**src/rtl/multicycle_sequencer.sv**
```systemverilog
// rtl/multicycle_sequencer.sv - multi-cycle RV32I control FSM with memory watchdog and instret counter
module multicycle_sequencer #(
    parameter int TIMEOUT_CYC = 255,
    parameter int CNT_W       = 32
) (
    input  logic             clk,
    input  logic             rst,
    output logic             ifu_req_valid_o,
    input  logic             ifu_req_ready_i,
    input  logic             ifu_resp_valid_i,
    output logic             lsu_req_valid_o,
    output logic             lsu_req_we_o,
    input  logic             lsu_req_ready_i,
    input  logic             lsu_resp_valid_i,
    input  logic             mem_read_i,
    input  logic             mem_write_i,
    input  logic             reg_wr_i,
    input  logic             halt_i,
    output logic             ir_we_o,
    output logic             mdr_we_o,
    output logic             pc_we_o,
    output logic             rf_we_o,
    output logic             busy_o,
    output logic             halted_o,
    output logic             err_o,
    output logic [CNT_W-1:0] instret_o
);

    localparam int WD_W = $clog2(TIMEOUT_CYC + 1);

    typedef enum logic [3:0] {
        S_IDLE, S_FETCH, S_FWAIT, S_EXEC, S_MEM, S_MWAIT, S_WB, S_HALT, S_ERR
    } state_t;

    state_t          state, state_next;
    logic [WD_W-1:0] wdog;
    logic            wd_expired;
    logic            in_phase;
    logic            phase_entry;

    // Expired means this is the last allowed cycle of the phase; a handshake now still wins.
    assign wd_expired  = (wdog >= WD_W'(TIMEOUT_CYC - 1));
    assign in_phase    = (state == S_FETCH) || (state == S_FWAIT) ||
                         (state == S_MEM)   || (state == S_MWAIT);
    assign phase_entry = ((state_next == S_FETCH) && (state != S_FETCH)) ||
                         ((state_next == S_MEM)   && (state != S_MEM));

    assign ifu_req_valid_o = (state == S_FETCH);
    assign lsu_req_valid_o = (state == S_MEM);
    assign lsu_req_we_o    = (state == S_MEM) && mem_write_i;
    assign busy_o          = (state != S_IDLE) && (state != S_HALT) && (state != S_ERR);
    assign halted_o        = (state == S_HALT);
    assign err_o           = (state == S_ERR);

    always_comb begin
        state_next = state;
        ir_we_o    = 1'b0;
        mdr_we_o   = 1'b0;
        pc_we_o    = 1'b0;
        rf_we_o    = 1'b0;
        case (state)
            S_IDLE:  state_next = S_FETCH;
            S_FETCH: begin
                if (ifu_req_ready_i)  state_next = S_FETCH == S_FETCH ? S_FWAIT : S_FETCH;
                else if (wd_expired)  state_next = S_ERR;
            end
            S_FWAIT: begin
                if (ifu_resp_valid_i) begin
                    ir_we_o    = 1'b1;
                    state_next = S_EXEC;
                end else if (wd_expired) begin
                    state_next = S_ERR;
                end
            end
            S_EXEC: begin
                if (halt_i)                          state_next = S_HALT;
                else if (mem_read_i && mem_write_i)  state_next = S_ERR;
                else if (mem_read_i || mem_write_i)  state_next = S_MEM;
                else                                 state_next = S_WB;
            end
            S_MEM: begin
                if (lsu_req_ready_i)  state_next = S_MWAIT;
                else if (wd_expired)  state_next = S_ERR;
            end
            S_MWAIT: begin
                if (lsu_resp_valid_i) begin
                    mdr_we_o   = mem_read_i;
                    state_next = S_WB;
                end else if (wd_expired) begin
                    state_next = S_ERR;
                end
            end
            S_WB: begin
                pc_we_o    = 1'b1;
                rf_we_o    = reg_wr_i && !mem_write_i;
                state_next = S_FETCH;
            end
            S_HALT:  state_next = S_HALT;
            S_ERR:   state_next = S_ERR;
            default: state_next = S_ERR;
        endcase
    end

    always_ff @(posedge clk or posedge rst) begin
        if (rst) begin
            state     <= S_IDLE;
            wdog      <= '0;
            instret_o <= '0;
        end else begin
            state <= state_next;
            if (phase_entry)   wdog <= '0;
            else if (in_phase) wdog <= wdog + WD_W'(1);
            else               wdog <= '0;
            if (state == S_WB) instret_o <= instret_o + CNT_W'(1);
        end
    end

endmodule

```
**config.mk**
```make
export PLATFORM = sky130hd
export DESIGN_NAME = multicycle_sequencer
export DESIGN_NICKNAME = d
export VERILOG_FILES = /design/src/rtl/multicycle_sequencer.sv
export SDC_FILE = /design/constraint.sdc
export NUM_CORES = 1
export LEC_CHECK = 0
export ABC_AREA = 1
export BUFFER_PORTS_ARGS = -buffer_cell sky130_fd_sc_hd__buf_2
export CELL_PAD_IN_SITES_DETAIL_PLACEMENT = 0
export CELL_PAD_IN_SITES_GLOBAL_PLACEMENT = 1
export CORE_ASPECT_RATIO = 1.75
export CORE_MARGIN = 5
export CORE_UTILIZATION = 43
export CTS_BUF_LIST = sky130_fd_sc_hd__clkbuf_2
export DETAILED_ROUTE_END_ITERATION = 8
export GPL_TIMING_DRIVEN = 1
export PLACE_DENSITY_LB_ADDON = 0.1
export SYNTH_ARGS = -nofsm -noshare
export SYNTH_HDL_FRONTEND = slang
export SYNTH_SLANG_ARGS = --single-unit
```
**constraint.sdc**
```tcl
create_clock -name clk -period 3.9 [get_ports clk]
set_clock_uncertainty 0.1 [all_clocks]
set_input_delay 0.78 -clock clk [delete_from_list [all_inputs] [get_ports clk]]
set_output_delay 0.78 -clock clk [all_outputs]
set_load 0.01 [all_outputs]
```
==> impl_metrics.json <==
{
  "status": "complete, no violations",
  "syn_nets": 472,
  "hold-worst-slack_ns": 0.395,
  "async_reset_ff_frac": 1.00,
  "nFillCells": 737,
  "drt_first_pass_iters": 4,
  "wl_per_cell_um": 13.0,
  "cp_cell_sequence": "inv_1 -> nand2_2 -> inv_2 -> nand2_2 -> inv_1 -> buf_4 -> buf_2",
  "grt.total_usage": 0.195,
  "leakagePower_nw": 1.86,
  "vias": 2891,
  "drv_slew": 0,
  "rsz0062_at_grt": "no",
  "post_dp_cell_area_um2": 3260,
  "grt_max_degree": 45,
  "setup_ws_ns": 1.05,
  "die_h_um": 119,
  "cts-buffers-inserted": 5,
  "port-buffer-count": 51,
  "post_cts_buffers": 0,
  "first_iter_violations": 173,
  "period_needed_ns": 2.85,
  "antenna_found_initial": 0,
  "seq_area_frac_synth": 0.376,
  "root_buffer": "clkbuf_2",
  "yosysUniqueCellTypes": 28,
  "crit_type": "reg -> out",
  "final.period_utilization": 0.731,
  "clock.fmax_mhz": 351,
  "crit_path_end_kind": "output port",
  "met1_length_um": 2890,
  "synth_edf_count": 0,
  "final_hold_viol_count": 0,
  "cap_violations": 0,
  "clk_pin_slew_worst_paths_ns": 0.24,
  "ys_warn_count": 0,
  "nNetsFinal": 526,
  "cts_tree": "done",
  "final_common_cell": "nand2_1",
  "max_slew_margin": 0.358,
  "area.growth.synth_to_final_pct": 12.5,
  "dpl.hpwl_um": 6040,
  "coreArea_um2": 6590,
  "routed-wl-met2_um": 4290,
  "cts_hold_buf": 0,
  "final_area_um2": 3290,
  "fin_tns_setup_ns": 0,
  "switchingPower_mw": 0.400,
  "wl_um": 7760,
  "synthFlopType": "dfrtp_1",
  "initial_utilization": 0.444,
  "hold_path_class": "in -> async",
  "vdd_drop_max_v": 0.000186,
  "mostFrequentLayoutCells": "nand2_1 (207), nor2_1 (64), buf_2 (51)",
  "cts_resized": 0,
  "die_area_um2": 8620,
  "pre_cts_slack_ns": 1.55,
  "cp.required_ns": 3.02,
  "worst_slew_pin_slew_ns": 0.961,
  "gr-total-overflow": 0,
  "viasPerCell": 4.86,
  "final_util": 0.500,
  "p_per_area_nw_per_um2": 311,
  "cp_max_fo": 21,
  "start_kind": "register",
  "clockBufferDepth": 2,
  "gp_congestion": 0.825,
  "arrival_ns": 1.97,
  "h-tree-depth": 2,
  "setup_viol": 0,
  "seqPwrFrac": 0.521,
  "top_layer": "met4",
  "clkLatencyLatePin_ns": 0.46,
  "ios": 52,
  "diodes": 0,
  "comb_power_share": 0.284,
  "ys_ff_latch": 44,
  "grt_pass1_vias": 2881,
  "critPathSlowestCell": "dfrtp_1",
  "netlist_instances": 459,
  "layout-drive-gt1-share": 0.158,
  "wl_met3_um": 329,
  "antenna_left": 0,
  "intPower_mw": 0.625,
  "synth_area_um2": 2930,
  "grt_pass1_wl_um": 13200,
  "fp-row-count": 39,
  "syn_area_per_cell_um2": 6.38,
  "p_sw_frac": 0.390,
  "drc": 0,
  "die_w_um": 72.4,
  "slowest_delay_ns": 0.45,
  "clockPowerShare": 0.195,
  "clock_sinks": 44
}
==> worst max-delay path, delay by kind of cell (launching register included) <==
family	cells	cell delay [ns]
buffers and inverters	5	0.92
flip-flops	1	0.45
AND/OR/NAND/NOR	2	0.15
==> state kept, by name, indices dropped and copies added (netlist names) <==
name / flops
instret_o: 32
state: 4
wdog: 8
==> metal layers <==
layer  up-vias  track usage
li1       1503            -
met1      1309        0.200
met2        65        0.369
met3        14       0.0371
met4         0       0.0835
met5         -            0
==> cell usage after synthesis (2+ instances only) <==
cell | n | share of area
a21oi_1 | 3 | 0.0051
buf_2 | 2 | 0.0034
buf_4 | 3 | 0.0077
dfrtp_1 | 44 | 0.38
ha_1 | 3 | 0.013
inv_1 | 48 | 0.062
inv_2 | 5 | 0.0064
nand2_1 | 207 | 0.27
nand2_2 | 3 | 0.0064
nand3_1 | 30 | 0.051
nand4_1 | 2 | 0.0043
nor2_1 | 64 | 0.082
nor2_2 | 9 | 0.019
nor3_1 | 3 | 0.0051
o21ai_1 | 3 | 0.0051
or2_1 | 3 | 0.0064
xnor2_1 | 4 | 0.012
xor2_1 | 13 | 0.039
==> kinds of logic (layout without fill, tap and decap cells) <==
logic type               after synthesis  in the layout  share of synthesized area
AO/OA/AOI/OAI                         10             10                     0.0192
adder cells (fa/ha/maj)                3              3                     0.0128
flip-flops                            44             44                      0.376
AND/OR/NAND/NOR                      326            326                      0.458
buffers and inverters                 59            113                     0.0829
XOR/XNOR                              17             17                     0.0509
==> stage by stage <==
stage / total power, mW / cells
after global routing: 1.10 / 595
after detailed placement: 0.833 / 588
after global placement: 0.826 / 588
after floorplan: 0.737 / 459
after CTS: 1.04 / 595
final: 1.03 / 595
==> power by group through the flow <==
stage / clock [mW] / combinational [mW] / sequential, mW
6_report: 0.200 / 0.291 / 0.534
4_1_cts: 0.210 / 0.293 / 0.534
3_5_place_dp: 0 / 0.291 / 0.542
3_3_place_gp: 0 / 0.286 / 0.540
2_1_floorplan: 0 / 0.201 / 0.536
5_1_grt: 0.226 / 0.329 / 0.540
==> final timing paths <==
path                         startpoint       endpoint  slack [ns]  cells after the start
max                            state[3]        pc_we_o        1.05                      7
min                                 rst   instret_o[0]        0.40                      2
max reg2reg                    state[3]   instret_o[7]        1.96                      9
min reg2reg                instret_o[6]   instret_o[6]        0.43                      1
max in group asynchronous           rst  instret_o[30]        2.70                      2
min in group clk           instret_o[6]   instret_o[6]        0.43                      1
==> cell type report <==
type | instances | area, um^2 | area share
repair buffers | 53 | 270 | 0.0821
flip-flops and latches | 44 | 1100 | 0.334
clock inverters | 2 | 12.5 | 0.00380
multi-input cells | 356 | 1580 | 0.481
inverters | 53 | 199 | 0.0604
clock buffers | 5 | 25.0 | 0.00760
well taps | 82 | 103 | 0.0312
No activity file was read; power rests on OpenSTA's default activity.
